<file path="config.mk">
export PLATFORM = sky130hd
export DESIGN_NAME = gray_rx_decoder
export DESIGN_NICKNAME = d
export VERILOG_FILES = /design/src/rtl/gray_rx_decoder.sv
export SDC_FILE = /design/constraint.sdc
export NUM_CORES = 1
export LEC_CHECK = 0
export ABC_AREA = 1
export BUFFER_PORTS_ARGS = -buffer_cell sky130_fd_sc_hd__buf_4
export CAP_MARGIN = 20
export CORE_ASPECT_RATIO = 1.1
export CORE_MARGIN = 8
export CORE_UTILIZATION = 62
export CTS_BUF_LIST = sky130_fd_sc_hd__clkbuf_8
export DETAILED_ROUTE_END_ITERATION = 8
export GPL_TIMING_DRIVEN = 0
export PLACE_DENSITY = 0.95
export REMOVE_ABC_BUFFERS = 1
export SLEW_MARGIN = 5
export SYNTH_ARGS = -nofsm -noshare
export SYNTH_HDL_FRONTEND = slang
export SYNTH_SLANG_ARGS = --single-unit
export TNS_END_PERCENT = 20
</file>
<file path="constraint.sdc">
create_clock -name i_clk -period 2.25 [get_ports i_clk]
set_input_delay 0.225 -clock i_clk [delete_from_list [all_inputs] [get_ports i_clk]]
set_output_delay 0.225 -clock i_clk [all_outputs]
set_load 0.05 [all_outputs]
</file>
<file path="src/rtl/gray_rx_decoder.sv">
// gray_rx_decoder
//   Receives a gray-coded count (possibly asynchronous to i_clk), synchronizes
//   it, decodes it to binary and tracks it, flagging legal +1 steps and any
//   other change.
//
// Ports
//   i_clk      : sole clock, rising edge
//   rst_n      : asynchronous active-low reset (release must be synchronous
//                to i_clk; no release synchronizer is added here)
//   gray_in    : gray-coded count input [WIDTH-1:0]
//   clr_err    : synchronous clear of err_cnt, wins over a coincident error
//   bin_out    : registered binary value of the tracked count [WIDTH-1:0]
//   bin_valid  : high once bin_out holds a decoded sample
//   inc_pulse  : one-cycle pulse per legal +1 step (wrap included)
//   step_err   : one-cycle pulse per illegal step
//   err_cnt    : saturating count of illegal steps [7:0]
module gray_rx_decoder #(
  parameter int unsigned WIDTH       = 4,
  parameter int unsigned SYNC_STAGES = 2
) (
  input  logic             i_clk,
  input  logic             rst_n,
  input  logic [WIDTH-1:0] gray_in,
  input  logic             clr_err,
  output logic [WIDTH-1:0] bin_out,
  output logic             bin_valid,
  output logic             inc_pulse,
  output logic             step_err,
  output logic [7:0]       err_cnt
);

  localparam int unsigned WCW = (SYNC_STAGES > 1) ? $clog2(SYNC_STAGES) : 1;

  typedef enum logic [1:0] {
    ST_WAIT  = 2'd0,
    ST_LOCK  = 2'd1,
    ST_TRACK = 2'd2
  } state_e;

  state_e                              state_q, state_d;
  logic [WCW-1:0]                      wait_q, wait_d;
  logic [SYNC_STAGES-1:0][WIDTH-1:0]   sync_q;
  logic [WIDTH-1:0]                    bin_q, bin_d;
  logic                                valid_q, valid_d;
  logic                                inc_q, inc_d;
  logic                                err_q, err_d;
  logic [7:0]                          cnt_q, cnt_d;
  logic [WIDTH-1:0]                    dec;

  // Binary bit k is the XOR of all gray bits at or above k.
  always_comb begin
    dec = '0;
    for (int unsigned k = 0; k < WIDTH; k++) begin
      dec[k] = ^(sync_q[SYNC_STAGES-1] >> k);
    end
  end

  always_comb begin
    state_d = state_q;
    wait_d  = wait_q;
    bin_d   = bin_q;
    valid_d = valid_q;
    inc_d   = 1'b0;
    err_d   = 1'b0;
    cnt_d   = cnt_q;
    case (state_q)
      // Let the freshly reset sync chain fill before trusting its output.
      ST_WAIT: begin
        if (wait_q == WCW'(SYNC_STAGES - 1)) begin
          state_d = ST_LOCK;
        end else begin
          wait_d = wait_q + 1'b1;
        end
      end
      ST_LOCK: begin
        bin_d   = dec;
        valid_d = 1'b1;
        state_d = ST_TRACK;
      end
      ST_TRACK: begin
        if (dec == bin_q) begin
          bin_d = bin_q;
        end else if (dec == bin_q + WIDTH'(1)) begin
          // Modular add makes the all-ones -> zero wrap a legal step.
          bin_d = dec;
          inc_d = 1'b1;
        end else begin
          bin_d = dec;
          err_d = 1'b1;
          if (cnt_q != 8'hFF) begin
            cnt_d = cnt_q + 8'd1;
          end
        end
      end
      default: state_d = ST_WAIT;
    endcase
    if (clr_err) begin
      cnt_d = '0;
    end
  end

  always_ff @(posedge i_clk or negedge rst_n) begin
    if (!rst_n) begin
      sync_q  <= '0;
      state_q <= ST_WAIT;
      wait_q  <= '0;
      bin_q   <= '0;
      valid_q <= 1'b0;
      inc_q   <= 1'b0;
      err_q   <= 1'b0;
      cnt_q   <= '0;
    end else begin
      sync_q[0] <= gray_in;
      for (int unsigned k = 1; k < SYNC_STAGES; k++) begin
        sync_q[k] <= sync_q[k-1];
      end
      state_q <= state_d;
      wait_q  <= wait_d;
      bin_q   <= bin_d;
      valid_q <= valid_d;
      inc_q   <= inc_d;
      err_q   <= err_d;
      cnt_q   <= cnt_d;
    end
  end

  assign bin_out   = bin_q;
  assign bin_valid = valid_q;
  assign inc_pulse = inc_q;
  assign step_err  = err_q;
  assign err_cnt   = cnt_q;

endmodule

</file>
Word-level counts from Yosys, hierarchy flattened

Index checks and enable logic that the tools add are counted.
Widths: inputs -> output; s select.

Flip-flop bits (word level): 26
Input bits: 7
Logic and storage cells: 49

Add/subtract/negate cells: 3
Equal/unequal tests: 9
Multiplexer cells: 16
Bitwise gates (word level): 1
Reduce and logical (&&, ||, !) cells: 11

Operators by type and width:

| operator            | number |
|---|---|
| $mux 8              | 5 |
| $reduce_xor 4->1    | 4 |
| $add 8x1->8 const B | 1 |
| $eq 4x4->1          | 2 |
| $ne 2x2->1 const B  | 4 |
| $ne 8x8->1 const B  | 1 |
| $pmux 4 s2          | 1 |
| $mux 1              | 7 |
| $pmux 2 s3          | 1 |
| $reduce_bool 2->1   | 3 |
| $add 4x1->4 const B | 1 |
| $mux 4              | 1 |
| $reduce_and 2->1    | 2 |
| $reduce_and 4->1    | 1 |
| $eq 2x1->1 const B  | 1 |
| $eq 2x2->1 const B  | 1 |
| $logic_not 2->1     | 1 |
| $mux 2              | 1 |
| $add 1x1->1 const B | 1 |
| $not 1->1           | 1 |

Logic depth before layout (Yosys ltp)

Gate-level depths: netlist of the first run.

Depth in word-level cells: 6
Depth in mapped cells: 12
Mapped depth without buffers: 12

Worst setup path after synthesis of the first run

OpenSTA, ideal clock, no wires.

Path type: reg-to-reg
From: register cnt_q[0], in the netlist err_cnt[0]
To: register cnt_q[3], in the netlist err_cnt[3]
Setup time: 66 ps
Data arrival time: 1,755 ps
Required time: 2,184 ps
Slack: 429 ps
Stages on the path, launching flop included: 10
Path buffers: 0
Period minus slack after synthesis: 1,821 ps
Cell sequence: dfrtp_1 ha_1 nand2_1 nor3_1 nand4_1 o21ai_0 inv_1 nand3_4 nand2_1 nand2_1

Longest elaborated chain between the ends: 6

RTL lines:

| what                     | line | RTL |
|---|---|---|
| start: declaration       | 47   | `logic [7:0] cnt_q, cnt_d;` |
| start signal: assignment | 123  | `cnt_q <= cnt_d;` |
| $add 8x1->8              | 91   | `cnt_d = cnt_q + 8'd1;` |
| $mux 8                   | 90   | `if (cnt_q != 8'hFF) begin` |
| $mux 8                   | 83   | `end else if (dec == bin_q + WIDTH'(1)) begin` |
| $mux 8                   | 81   | `if (dec == bin_q) begin` |
| $mux 8                   | 66   | `case (state_q)` |
| $mux 8                   | 97   | `if (clr_err) begin` |

Parallel ways exist; a longest one is shown, timed or not. The select of a mux whose other input is x is not followed.
A chain may end at the register's enable or synchronous reset.

Worst setup path in the final report of the first run

From: register cnt_q[0], in the netlist err_cnt[0]
To: register cnt_q[4], in the netlist err_cnt[4]

The elaborated chain is that of the path after synthesis.

==> key figures, run 1 <==
Setup path
  • Crit Path Class: flop to flop
  • Critical Path RT: 2460 ps
  • Crit path max fanout: 8
  • Critical Path AT: 1940 ps
  • Crit start category: flop
  • FF-to-FF setup slack: 520 ps
  • Setup crit end kind: flop

Power
  • Net load switching power: 426 uW
  • Peak supply drop: 768 uV
  • Net Sw Frac: 0.335
  • Comb power frac: 0.280
  • Int Power: 846 uW
  • Leak: 0.000913 uW
  • Power Density: 757 nW/um^2
  • Seq pwr share: 0.419
  • Clk pwr share: 0.300

Die
  • DIE AREA: 4060 um^2
  • IO Pins: 22
  • DIE HEIGHT: 66.0 um
  • Initial Util: 0.638
  • Num rows: 18
  • Core Box Area: 2210 um^2
  • Die Span X: 61.5 um

STA
  • Final Cycle Share: 0.769
  • RSZ-0062 raised after global routing: false
  • Final setup fails: 0
  • Fin. max-slew vios: 0
  • Clock skew: 3.26 ps
  • Tmin final: 1730 ps
  • Max Clk Rate: 578 MHz
  • Slew margin rel.: 0.758
  • Hold Violations, Final: 0
  • Worst Max-Slew Pin Slew: 360 ps
  • Final setup TNS: 0 ps

Cells and area
  • Most frequent cells in the layout: 66 x nand2_1, 26 x dfrtp_1, 21 x buf_4
  • Antenna diodes: 0
  • Area Growth Syn to Fin: 19.3%
  • Design area: 1680 um^2
  • Fill count: 170
  • Commonest non-fill, non-tap cell in the layout: nand2_1
  • Multi-input gate area: 674 um^2
  • FF+latch area: 651 um^2
  • Share of cells above drive strength 1: 0.199
  • Fin nets: 216

Logic synthesis
  • Syn_area_per_cell: 7.78 um^2
  • Warnings, synthesis: 0
  • Register area share after synthesis: 0.462
  • Yosys cell types: 23
  • Post-synth design cell area: 1410 um^2
  • Cell count after synthesis: 181
  • Top post-synthesis cells by area: dfrtp_1 46%, nand2_1 18%, inv_1 5.3%, nand3_1 5.0%, nand2_2 4.0%
  • Most area-hungry cell type in the Yosys netlist: dfrtp_1
  • Flops & latches, synth: 26
  • Synth top area share: 0.462

Clock network
  • Clock latency on the worst-skew pair: 270 ps
  • CTS sink count: 26
  • H-tree Lvls: 1
  • CTS clk-pin slew, worst paths: 90 ps
  • Setup Fix Bufs, Post-CTS: 0
  • Post_cts resized: 0
  • Root buffer cell: clkbuf_8
  • Hold buffers post-CTS: 1
  • Longest Clk Path Bufs: 2
  • CTS tree: yes
  • CTS buffer count: 3

Global route
  • Number of global-route vias before repair: 1303
  • First-pass GRT wire length: 5320 um
  • GRT Util Overall: 0.170
  • GRT Residual Overflow: 0
  • Antenna violations before repair: 0
  • Largest net degree at the start of global routing: 27

Routing
  • Via density: 5.53
  • Wire length per cell: 13.5 um
  • Total Wirelength: 3200 um
  • DRC marker count from the first detailed-route iteration: 70
  • Post-DRT Antenna Nets: 0
  • Remaining DRCs: 0
  • Vias: 1306
  • 1st-pass router iterations: 4

Placed design
  • Placer Congestion: 0.842
  • Placed Area: 1600 um^2
  • PortBufs: 21
  • Detailed Place HPWL: 2440 um

Min path
  • Hold WC Path Type: input port to flop

Outcome
  • Status: finished, final reports clean

Flow run
  • Max Cap Viol: 0
-- Yosys cell counts --
cell type and count:
xnor2_1 1, nor4_1 1, nand3b_1 1, inv_2 1, nand3_1 14, nand2_2 9, buf_2 1, ha_1 2
inv_1 20, nand4_1 8, nand3_4 1, nand2_1 66, nor2_4 2, and3_1 1, o21ai_1 4, or2_2 1
o21ai_0 1, nor3_1 3, nor2_1 14, dfrtp_1 26, xor2_1 1, nand4_4 2, a31oi_1 1
-- per-stage QoR --
step	util	power (uW)	setup WS, ps	hold WS (ps)	instances
after floorplan	-	791	429	-70.6	180
after global placement	0.724	877	680	145	231
after detailed placement	0.724	897	604	149	231
after CTS	0.761	1280	535	51.6	236
after global routing	0.761	1330	336	45.1	236
final	0.761	1270	520	58.4	236
-- critical path, stage by stage (launching register included) --
cell	delay (ps)
dfrtp_1	420
ha_1	200
nand2_1	110
nor3_1	270
nand4_1	130
o21ai_0	100
inv_1	160
nand3_4	170
nand2_1	60
nand2_1	70
-- flip-flops by register name (all words and copies together) (netlist names) --
| signal | count |
|---|---|
| bin_valid | 1 |
| wait_q | 1 |
| inc_pulse | 1 |
| bin_out | 4 |
| sync_q | 8 |
| err_cnt | 8 |
| state_q | 2 |
| step_err | 1 |
-- cells by family after synthesis --
group | share of synthesized area
AND/OR/NAND/NOR | 0.426
flip-flops | 0.462
buffers and inverters | 0.0595
AO/OA/AOI/OAI | 0.0222
XOR/XNOR | 0.0124
adder cells (fa/ha/maj) | 0.0178
-- layer usage --
metal	GRT usage	vias to the layer above	share of wire
met1	0.178	629	0.40
met3	0.0292	15	0.034
li1	-	627	-
met4	0.0969	0	0.038
met5	0	-	0
met2	0.305	35	0.52
-- layout make-up --
cell class	instances	share of cell area
Multi-Input combinational cell	133	0.401
Sequential cell	26	0.387
Timing Repair Buffer	22	0.0998
Inverter	21	0.0469
Clock buffer	3	0.0246
Tap cell	30	0.0223
Clock inverter	1	0.0179
-- final timing paths --
| check | cells after the start | startpoint | end |
|---|---|---|---|
| min in group asynchronous | 2 | rst_n | err_cnt[4]$_DFFE_PN0P_ |
| max | 9 | err_cnt[0]$_DFFE_PN0P_ | err_cnt[4]$_DFFE_PN0P_ |
| min reg2reg | 0 | sync_q[2]$_DFF_PN0_ | sync_q[6]$_DFF_PN0_ |
| min | 1 | gray_in[3] | sync_q[3]$_DFF_PN0_ |
| max in group asynchronous | 2 | rst_n | bin_out[1]$_DFFE_PN0P_ |
| max reg2reg | 9 | err_cnt[0]$_DFFE_PN0P_ | err_cnt[4]$_DFFE_PN0P_ |
-- power by group through the flow --
stage | clock, uW | combinational (uW) | sequential [uW]
3_3_place_gp | 0 | 339 | 538
4_1_cts | 390 | 359 | 532
3_5_place_dp | 0 | 356 | 541
2_1_floorplan | 0 | 163 | 628
5_1_grt | 403 | 385 | 538
6_report | 382 | 357 | 533
No activity file was read; power rests on OpenSTA's default activity.
==> run 2: changes to the inputs <==
Settings changed: CORE_UTILIZATION 62 to 58, PLACE_DENSITY 0.95 to 0.93.
Clock period 2.25 ns to 1.7 ns, I/O delays scaled along.
==> key figures, run 2 (synthesized netlist as in run 1, its figures left out) <==
STA
  • Hold Violations, Final: 0 (unchanged)
  • Final setup fails: 0 (unchanged)
  • Worst Max-Slew Pin Slew: 365 ps (was 360 ps)
  • Hold_ws: 2.96 ps (was 58.4 ps)
  • Max Clk Rate: 609 MHz (was 578 MHz)
  • Clock skew: 2.55 ps (was 3.26 ps)
  • Tmin final: 1640 ps (was 1730 ps)
  • Slew margin rel.: 0.754 (was 0.758)
  • Final Cycle Share: 0.965 (was 0.769)
  • Fin. max-slew vios: 0 (unchanged)

Cells and area
  • Share of cells above drive strength 1: 0.266 (was 0.199)
  • Fill count: 136 (was 170)
  • Most frequent cells in the layout: 61 x nand2_1, 26 x buf_4, 25 x dfrtp_1 (was 66 x nand2_1, 26 x dfrtp_1, 21 x buf_4)
  • Multi-input gate area: 724 um^2 (was 674 um^2)
  • FF+latch area: 652 um^2 (was 651 um^2)
  • Final core utilization: 0.791 (was 0.761)
  • Fin nets: 224 (was 216)
  • Antenna diodes: 0 (unchanged)
  • Area Growth Syn to Fin: 27.7% (was 19.3%)
  • Commonest non-fill, non-tap cell in the layout: nand2_1 (unchanged)

Clock network
  • Longest Clk Path Bufs: 2 (unchanged)
  • Root buffer cell: clkbuf_8 (unchanged)
  • CTS clk-pin slew, worst paths: 90 ps (about the same)
  • CTS buffer count: 3 (unchanged)
  • CTS tree: yes (unchanged)
  • CTS sink count: 26 (unchanged)
  • H-tree Lvls: 1 (unchanged)
  • Clock latency on the worst-skew pair: 270 ps (about the same)

Routing
  • DRC marker count from the first detailed-route iteration: 100 (was 70)
  • Post-DRT Antenna Nets: 0 (unchanged)
  • Remaining DRCs: 0 (unchanged)
  • Via density: 5.72 (was 5.53)
  • Vias: 1396 (was 1306)
  • Wire length per cell: 14.7 um (was 13.5 um)
  • 1st-pass router iterations: 4 (unchanged)
  • Total Wirelength: 3600 um (was 3200 um)

Placed design
  • Placer Congestion: 0.867 (was 0.842)
  • Detailed Place HPWL: 2290 um (was 2440 um)
  • PortBufs: 21 (unchanged)

Power
  • Leak: 0.000959 uW (was 0.000913 uW)
  • Power Density: 969 nW/um^2 (was 757 nW/um^2)
  • Peak supply drop: 743 uV (was 768 uV)

Setup path
  • Slowest cell on the critical path: dfrtp_1 (unchanged)
  • Setup crit end kind: flop (unchanged)
  • Critical path, cell by cell: inv_2 -> nand2_1 -> nand3_1 -> nand2_1 -> nand2_1 -> nand2_2 -> nand4_4 -> nand3_4 -> nand2_1 -> nand2_1 (was ha_1 -> nand2_1 -> nor3_1 -> nand4_1 -> o21ai_0 -> inv_1 -> nand3_4 -> nand2_1 -> nand2_1)
  • Critical Path RT: 1910 ps (was 2460 ps)
  • Crit Path Class: flop to flop (unchanged)
  • Critical Path AT: 1850 ps (was 1940 ps)
  • CP peak stage delay: 440 ps (was 420 ps)
  • Worst path most repeated cell: nand2_1 (unchanged)
  • Crit path max fanout: 8 (unchanged)
  • Crit start category: flop (unchanged)

Outcome
  • Status: finished, final reports clean (unchanged)

Global route
  • GRT Residual Overflow: 0 (unchanged)
  • First-pass GRT wire length: 5480 um (was 5320 um)
  • Largest net degree at the start of global routing: 27 (unchanged)
  • Number of global-route vias before repair: 1362 (was 1303)
  • GRT Util Overall: 0.153 (was 0.170)
  • Antenna violations before repair: 0 (unchanged)

Die
  • Num rows: 18 (unchanged)
  • Initial Util: 0.619 (was 0.638)
  • DIE AREA: 4260 um^2 (was 4060 um^2)
  • IO Pins: 22 (unchanged)
  • Core Box Area: 2270 um^2 (was 2210 um^2)
  • DIE HEIGHT: 67.7 um (was 66.0 um)
  • Die Span X: 63.0 um (was 61.5 um)

Min path
  • Hold WC Path Type: input port to flop (unchanged)

Flow run
  • Max Cap Viol: 0 (unchanged)
[run 2: critical path: cells and delay by family, from the launching register on]
kind                   cells  cell delay (ps)
AND/OR/NAND/NOR            9             1070
buffers and inverters      1               70
flip-flops                 1              440
[run 2: worst paths after layout]
kind / start / to / slack [ps] / cells past startpoint
worst max-delay path: sync_q[7]$_DFF_PN0_ / err_cnt[5]$_DFFE_PN0P_ / 60 / 10
worst min-delay path: gray_in[3] / sync_q[3]$_DFF_PN0_ / 3 / 1
worst max register to register: sync_q[7]$_DFF_PN0_ / err_cnt[5]$_DFFE_PN0P_ / 60 / 10
worst min register to register: sync_q[0]$_DFF_PN0_ / sync_q[4]$_DFF_PN0_ / 360 / 0
max in group asynchronous: rst_n / bin_out[0]$_DFFE_PN0P_ / 1080 / 2
min in group asynchronous: rst_n / sync_q[2]$_DFF_PN0_ / 350 / 2
[run 2: what timing repair did]
| action | in CTS | in global routing |
|---|---|---|
| buffers inserted | 0 | 5 |
| setup endpoints to repair | 8 | 12 |
| gates resized for setup | 1 | 14 |
| hold buffers | 1 | 3 |
| pin swaps | 0 | 6 |
| endpoints found under the hold margin | 26 | 3 |
[run 2: layout make-up]
cell class / count / area share
flip-flops and latches: 26 / 0.362
clock buffers: 3 / 0.0229
multi-input cells: 133 / 0.403
clock inverters: 1 / 0.0167
inverters: 21 / 0.0438
well taps: 30 / 0.0209
repair buffers: 30 / 0.131
[run 2: routing by layer]
metal  global-route usage  wire [um]
met1                0.153       1360
met5                    0          0
met3               0.0298        192
met2                0.306       1960
met4               0.0655         84
[run 2: power by group]
part	switching (uW)	total (uW)	internal, uW
sequential	43.5	706	662
clock	190	504	315
combinational	354	534	181
[run 2: stage by stage]
| step | cells | TNS, ps | total power, uW | instance area, um^2 | worst slack [ps] |
|---|---|---|---|---|---|
| 3_5_place_dp | 231 | 0 | 1180 | 1600 | 19.7 |
| 2_1_floorplan | 180 | -950 | 1050 | 1400 | -121 |
| 5_1_grt | 244 | -563 | 1830 | 1800 | -77.3 |
| 3_3_place_gp | 231 | 0 | 1160 | 1600 | 117 |
| 6_report | 244 | 0 | 1740 | 1800 | 59.0 |
| 4_1_cts | 236 | 0 | 1680 | 1690 | 22.9 |
